File: src/rtl/cdce_cfg_pkg.sv
// Shared definitions for the CDCE configuration sequencer: command opcodes,
// sequencer states, SPI frame geometry and the frame packing helper.
package cdce_cfg_pkg;

    localparam int FRAME_W = 32;
    localparam int CMD_W   = 24;
    localparam int OP_MSB  = 23;
    localparam int OP_LSB  = 20;
    localparam int HI_W    = 12;

    localparam logic [3:0] OP_END     = 4'h0;
    localparam logic [3:0] OP_LOAD_HI = 4'h1;
    localparam logic [3:0] OP_WRITE   = 4'h2;
    localparam logic [3:0] OP_WAIT    = 4'h3;

    typedef enum logic [3:0] {
        ST_IDLE,
        ST_FETCH,
        ST_DECODE,
        ST_SHIFT,
        ST_GAP,
        ST_WAIT,
        ST_DONE,
        ST_ERROR,
        ST_LOCKWAIT
    } seq_state_t;

    // 28 data bits (upper 12 from LOAD_HI) followed by the 4-bit register address
    function automatic logic [FRAME_W-1:0] build_frame(input logic [HI_W-1:0] hi,
                                                       input logic [19:0]     payload);
        return {hi, payload[15:0], payload[19:16]};
    endfunction

endpackage

File: src/rtl/cdce_spi_shifter.sv
// 32-bit LSB-first serializer for the CDCE 4-wire SPI.  A frame is 66
// half-periods of CLK_DIV clocks with LE low: one lead-in, 32 high/low SCLK
// pairs, one trailing hold.  frame_done marks the last cycle of the frame.
module cdce_spi_shifter
    import cdce_cfg_pkg::*;
#(
    parameter int CLK_DIV = 4
) (
    input  logic               clk,
    input  logic               reset_n,
    input  logic               load,
    input  logic [FRAME_W-1:0] frame,
    output logic               sclk,
    output logic               le,
    output logic               mosi,
    output logic               frame_done
);

    localparam int               HALF_LAST = 2 * FRAME_W + 1;
    localparam logic [15:0]      DIV_LAST  = 16'(CLK_DIV - 1);

    logic [15:0]        div_cnt;
    logic [6:0]         half;
    logic               active;
    logic [FRAME_W-1:0] sr;
    logic               half_end;

    assign half_end   = active && (div_cnt == DIV_LAST);
    assign frame_done = half_end && (half == 7'(HALF_LAST));
    assign mosi       = sr[0];

    // Half-period sequencing: SCLK rises entering odd halves, falls (and the
    // next bit is presented) entering even halves 2..64.
    always_ff @(posedge clk or negedge reset_n) begin
        if (!reset_n) begin
            div_cnt <= '0;
            half    <= '0;
            active  <= 1'b0;
            sr      <= '0;
            sclk    <= 1'b0;
            le      <= 1'b1;
        end else if (load && !active) begin
            active  <= 1'b1;
            le      <= 1'b0;
            sclk    <= 1'b0;
            sr      <= frame;
            div_cnt <= '0;
            half    <= '0;
        end else if (active) begin
            if (!half_end) begin
                div_cnt <= div_cnt + 16'd1;
            end else begin
                div_cnt <= '0;
                if (half == 7'(HALF_LAST)) begin
                    active <= 1'b0;
                    le     <= 1'b1;
                    sclk   <= 1'b0;
                    sr     <= '0;
                end else begin
                    half <= half + 7'd1;
                    if (!half[0]) begin
                        if (half != 7'(2 * FRAME_W))
                            sclk <= 1'b1;
                    end else begin
                        sclk <= 1'b0;
                        sr   <= sr >> 1;
                    end
                end
            end
        end
    end

endmodule

File: src/rtl/cdce_config_sequencer.sv
// Walks the CDCE command ROM after a start pulse, decodes each command and
// issues SPI register writes through cdce_spi_shifter.
// Optional: define CDCE_PLL_LOCK_WAIT_EN to add the pll_lock input and a
// post-END lock wait with LOCK_TIMEOUT.
module cdce_config_sequencer
    import cdce_cfg_pkg::*;
#(
    parameter int CLK_DIV = 4,
    parameter int ADDR_W  = 8
`ifdef CDCE_PLL_LOCK_WAIT_EN
    ,
    parameter int LOCK_TIMEOUT = 1_000_000
`endif
) (
    input  logic              clk,
    input  logic              reset_n,
    input  logic              start,
    output logic [ADDR_W-1:0] rom_address,
    input  logic [CMD_W-1:0]  rom_command,
    output logic              spi_sclk,
    output logic              spi_le,
    output logic              spi_mosi,
    output logic              busy,
    output logic              done,
    output logic              error
`ifdef CDCE_PLL_LOCK_WAIT_EN
    ,
    input  logic              pll_lock
`endif
);

    localparam logic [ADDR_W-1:0] ADDR_LAST = '1;
    localparam logic [15:0]       GAP_LAST  = 16'(2 * CLK_DIV - 1);

    seq_state_t         state;
    logic [HI_W-1:0]    hi_reg;
    logic [19:0]        wait_cnt;
    logic [15:0]        gap_cnt;
    logic [3:0]         opcode;
    logic [19:0]        payload;
    logic               spi_load;
    logic               frame_done;
    logic               advance;
    logic [FRAME_W-1:0] spi_frame;

    assign opcode    = rom_command[OP_MSB:OP_LSB];
    assign payload   = rom_command[19:0];
    assign spi_frame = build_frame(hi_reg, payload);
    assign spi_load  = (state == ST_DECODE) && (opcode == OP_WRITE);

    // Every path that moves on to the next ROM word funnels through one flag
    always_comb begin
        advance = 1'b0;
        case (state)
            ST_DECODE: advance = (opcode == OP_LOAD_HI) ||
                                 ((opcode == OP_WAIT) && (payload == '0));
            ST_WAIT:   advance = (wait_cnt == 20'd1);
            ST_GAP:    advance = (gap_cnt == GAP_LAST);
            default:   advance = 1'b0;
        endcase
    end

    // Upper frame bits captured by LOAD_HI
    always_ff @(posedge clk or negedge reset_n) begin
        if (!reset_n)
            hi_reg <= '0;
        else if ((state == ST_DECODE) && (opcode == OP_LOAD_HI))
            hi_reg <= payload[HI_W-1:0];
    end

`ifdef CDCE_PLL_LOCK_WAIT_EN
    localparam logic [31:0] LOCK_LAST = 32'(LOCK_TIMEOUT - 1);
    logic        lock_meta, lock_sync, lock_prev;
    logic [31:0] lock_cnt;

    // Two-flop synchronizer plus one extra sample for the two-in-a-row test
    always_ff @(posedge clk or negedge reset_n) begin
        if (!reset_n) begin
            lock_meta <= 1'b0;
            lock_sync <= 1'b0;
            lock_prev <= 1'b0;
        end else begin
            lock_meta <= pll_lock;
            lock_sync <= lock_meta;
            lock_prev <= lock_sync;
        end
    end
`endif

    // Main sequencer FSM with address counter, WAIT and GAP counters
    always_ff @(posedge clk or negedge reset_n) begin
        if (!reset_n) begin
            state       <= ST_IDLE;
            rom_address <= '0;
            wait_cnt    <= '0;
            gap_cnt     <= '0;
            busy        <= 1'b0;
            done        <= 1'b0;
            error       <= 1'b0;
`ifdef CDCE_PLL_LOCK_WAIT_EN
            lock_cnt    <= '0;
`endif
        end else if (advance) begin
            if (rom_address == ADDR_LAST) begin
                state <= ST_ERROR;
                busy  <= 1'b0;
                error <= 1'b1;
            end else begin
                rom_address <= rom_address + ADDR_W'(1);
                state       <= ST_FETCH;
            end
        end else begin
            case (state)
                ST_IDLE, ST_DONE, ST_ERROR: begin
                    if (start) begin
                        rom_address <= '0;
                        done        <= 1'b0;
                        error       <= 1'b0;
                        busy        <= 1'b1;
                        state       <= ST_FETCH;
                    end
                end
                ST_FETCH: state <= ST_DECODE;
                ST_DECODE: begin
                    case (opcode)
                        OP_END: begin
`ifdef CDCE_PLL_LOCK_WAIT_EN
                            lock_cnt <= '0;
                            state    <= ST_LOCKWAIT;
`else
                            state <= ST_DONE;
                            busy  <= 1'b0;
                            done  <= 1'b1;
`endif
                        end
                        OP_LOAD_HI: state <= ST_FETCH;
                        OP_WRITE:   state <= ST_SHIFT;
                        OP_WAIT: begin
                            wait_cnt <= payload;
                            state    <= ST_WAIT;
                        end
                        default: begin
                            state <= ST_ERROR;
                            busy  <= 1'b0;
                            error <= 1'b1;
                        end
                    endcase
                end
                ST_SHIFT: begin
                    if (frame_done) begin
                        gap_cnt <= '0;
                        state   <= ST_GAP;
                    end
                end
                ST_GAP:  gap_cnt  <= gap_cnt + 16'd1;
                ST_WAIT: wait_cnt <= wait_cnt - 20'd1;
`ifdef CDCE_PLL_LOCK_WAIT_EN
                ST_LOCKWAIT: begin
                    if (lock_sync && lock_prev) begin
                        state <= ST_DONE;
                        busy  <= 1'b0;
                        done  <= 1'b1;
                    end else if (lock_cnt == LOCK_LAST) begin
                        state <= ST_ERROR;
                        busy  <= 1'b0;
                        error <= 1'b1;
                    end else begin
                        lock_cnt <= lock_cnt + 32'd1;
                    end
                end
`endif
                default: state <= ST_IDLE;
            endcase
        end
    end

    cdce_spi_shifter #(
        .CLK_DIV(CLK_DIV)
    ) u_shifter (
        .clk       (clk),
        .reset_n   (reset_n),
        .load      (spi_load),
        .frame     (spi_frame),
        .sclk      (spi_sclk),
        .le        (spi_le),
        .mosi      (spi_mosi),
        .frame_done(frame_done)
    );

endmodule

File: config.mk
export PLATFORM = sky130hd
export DESIGN_NAME = cdce_config_sequencer
export DESIGN_NICKNAME = d
export VERILOG_FILES = /design/src/rtl/cdce_cfg_pkg.sv /design/src/rtl/cdce_spi_shifter.sv /design/src/rtl/cdce_config_sequencer.sv
export SDC_FILE = /design/constraint.sdc
export NUM_CORES = 1
export LEC_CHECK = 0
export ABC_AREA = 1
export BUFFER_PORTS_ARGS = -buffer_cell sky130_fd_sc_hd__buf_2
export CORE_ASPECT_RATIO = 1.5
export CORE_MARGIN = 4
export CORE_UTILIZATION = 45
export DETAILED_ROUTE_END_ITERATION = 7
export GPL_ROUTABILITY_DRIVEN = 1
export GPL_TIMING_DRIVEN = 0
export PLACE_DENSITY = 0.63
export SYNTH_ARGS = -nofsm -noshare
export SYNTH_HDL_FRONTEND = slang
export SYNTH_SLANG_ARGS = --single-unit
File: constraint.sdc
create_clock -name clk -period 3.2 [get_ports clk]
set_clock_uncertainty 0.2 [all_clocks]
set_input_delay 0.48 -clock clk [delete_from_list [all_inputs] [get_ports clk]]
set_output_delay 0.48 -clock clk [all_outputs]
set_load 0.1 [all_outputs]
==> metrics <==
register area share after synthesis 0.4388; Port-buffer cells 40; Root Buffer clkbuf_16; Largest register FFs 32; period utilisation layout 0.6896; CTS tree built; crit-path max FO 10; GRT Overall Usage 0.2161; Power Internal 4104 uW; Crit path required time about 3.3 ns; P_leak 0.003802 uW; worst path arrival time 2.31 ns; Gate power share 0.369; post-synthesis net count 943; flop-to-flop setup slack 0.99 ns; CP Cell Sequence ha_1 > nand4_1 > nor2_1 > nand2_2 > nand2_4 > nand2_2 > clkbuf_1 > nor2_1 > a21oi_1; VDD IR max 451.1 uV; Power Density 894.8 nW/um^2; Slew HR 0.6524; first-pass GRT wire length 29.59 mm; Final min period 2.207 ns; Site Rows 55; critical path startpoint category flop; Ports just over 40; DRT iter0 DRCs 276; Top reg by flops u_shifter.sr; grt ovf 0; CTS sink cnt 120; library cells used by synthesis 45; Synth Warn # 0; fmax around 450 MHz; Async SR Flop Fraction 1.000; Hold Crit Depth 3; final hold violation count 0; CP max stage delay 0.40 ns; Filler Cells Inserted 1,505; Regs by FF count u_shifter.sr (32), wait_cnt (20); gpl congestion 0.9253; Wirelength per Cell 14.95 um; Main synth FF type dfrtp_1; max-cap viol count 0; clock power share 0.267; diode count 0; Area contributors post-synth dfrtp_1 43%, nand2_1 8.5%, nor2_1 8.1%; Initial Util 0.4564; NetSw 2983 uW; max-slew violations 0; drc violations 0; dpl cells 1,148; nets@finish 1,004; vias per cell 5.260; Die Y 159.1 um; area grow syn2layout 15.68%; Post-Layout Cell Count 1,181; post-synthesis cell area 6847 um^2; syn avg cell area 7.540 um^2; Core ar. 15,000 um^2; setup TNS 0 ns; Slew @ Worst Pin 0.5175 ns; initial antenna violation count 0; CTS H-tree depth 4; Vias 6,212; Reg power frac 0.364; critical path capture point type flop; Synth area leader dfrtp_1; Post-DRT Antenna Nets 0; fin util 0.5279; synthesized flop and latch total between 100 and 150; Cells after Synth ~900; Switching Fraction 0.4209; Hold Path Class in -> reg; Max stage delay cell, worst path dfrtp_1; CP Class reg -> reg; vias in the first global route approximately 6,200; clk buf depth 2; HPWL Detailed 13.17 mm; Synth top area share 0.4349; WL final 17.66 mm; register area 3004 um^2; Die Wd 108.7 um; Reg clk slew, reported paths 0.06 ns; DIE AREA 17,290 um^2; drt pass-1 iters 5; Post-synth EDFFs 0; setup violators final 0; multi-input logic area 3194 um^2; clk_lat worst skew 0.42 ns; power consumption between 7000 and 8000 uW; worst reg2reg path depth 9; unrepaired setup endpoints after global routing no; status complete, no violations; postcts setup bufs 0; share of cells above drive strength 1 0.1334; number of buffers created by CTS 17; largest net degree at the start of global routing 75
power groups by stage:
stage | Combinational, uW | Clock, uW | Sequential (uW)
after floorplan | 1810 | 0 | 2740
final | 2610 | 1900 | 2580
after global placement | 2570 | 0 | 2590
after global routing | 2960 | 2000 | 2660
after detailed placement | 2610 | 0 | 2590
after CTS | 2620 | 1930 | 2570
metal layers:
metal / track usage / up-vias / part of all wire / wire length, um
met4: 0.1005 / 0 / 0.037 / 647
met3: 0.04016 / 48 / 0.031 / 551
met5: 0 / - / 0 / 0
li1: - / 3087 / - / -
met2: 0.3787 / 130 / 0.52 / 9158
met1: 0.2503 / 2947 / 0.41 / 7303
timing repair:
item                       4_1_cts  5_1_grt
setup endpoints to repair        0        0
resized for setup                0        0
hold buffers                     1        0
hold endpoints to repair        46        0
final timing paths:
| path | startpoint | end |
|---|---|---|
| min in group asynchronous | reset_n | u_shifter.div_cnt[7]$_DFFE_PN0N_ |
| hold / removal | rom_command[6] | hi_reg[6]$_DFFE_PN0P_ |
| max in group asynchronous | reset_n | wait_cnt[18]$_DFFE_PN0P_ |
| hold reg to reg | u_shifter.sr[31]$_DFFE_PN0P_ | u_shifter.sr[31]$_DFFE_PN0P_ |
| setup / recovery | u_shifter.div_cnt[1]$_DFFE_PN0N_ | u_shifter.sr[18]$_DFFE_PN0P_ |
| setup reg to reg | u_shifter.div_cnt[1]$_DFFE_PN0N_ | u_shifter.sr[18]$_DFFE_PN0P_ |
cell usage in the layout (no fill, tap or decap), types with 4 or more instances in the layout:
cell and instances:
nand2_1 155, buf_6 8, ha_1 8, dfrtp_1 119
nand2_2 6, inv_2 8, inv_1 123, xor2_1 17
inv_6 7, buf_2 46, a21oi_1 63, nand4_1 11
nor2_4 5, o21ai_0 55, o21ai_1 20, nand3_1 51
nor3_1 22, nor2_1 147, o211ai_1 5, clkinvlp_4 4
clkbuf_1 8, a31oi_1 6, o22ai_1 27, clkbuf_16 17
nand2_4 5
layout make-up:
cell class / count / area share
multi-input cells: 633 / 0.4033
flip-flops and latches: 120 / 0.3793
inverters: 132 / 0.06272
clock buffers: 17 / 0.05371
well taps: 199 / 0.03144
repair buffers: 42 / 0.03081
clock inverters: 15 / 0.01959
plain buffers: 23 / 0.01912
Yosys cell counts, drive strengths merged (11+ instances only):
| cell type | number |
|---|---|
| nand2 | 166 |
| buf | 15 |
| dfrtp | 119 |
| o21ai | 75 |
| inv | 131 |
| nor2 | 154 |
| xor2 | 17 |
| nand4 | 11 |
| nor3 | 24 |
| nand3 | 55 |
| o22ai | 27 |
| a21oi | 65 |
stage by stage:
step	cell area, um^2	hold slack, ns	setup slack, ns
final	7920	0.1174	0.9932
after global routing	7920	0.1533	0.8314
after CTS	7920	0.09100	1.003
after detailed placement	7330	0.2473	0.8717
after global placement	7296	0.2716	-0.2123
after floorplan	6847	-0.01559	0.6077
cells by family (layout without fill, tap and decap cells):
family	count (synthesis)	count (layout)	share of synthesized area
AO/OA/AOI/OAI	187	187	0.1533
XOR/XNOR	19	19	0.02431
adder cells (fa/ha/maj)	8	8	0.01462
buffers and inverters	155	229	0.09466
flip-flops	120	120	0.4388
AND/OR/NAND/NOR	419	419	0.2743
worst max-delay path: cells and delay by family, from the launching register on:
kind,cells,cell delay (ns)
DFF,1,0.40
AOI/OAI and AO/OA,1,0.05
adders and majority gates,1,0.26
and+or+nand+nor,6,0.92
buffers and inverters,1,0.26
Note: power is estimated with default switching activity, not from simulation.
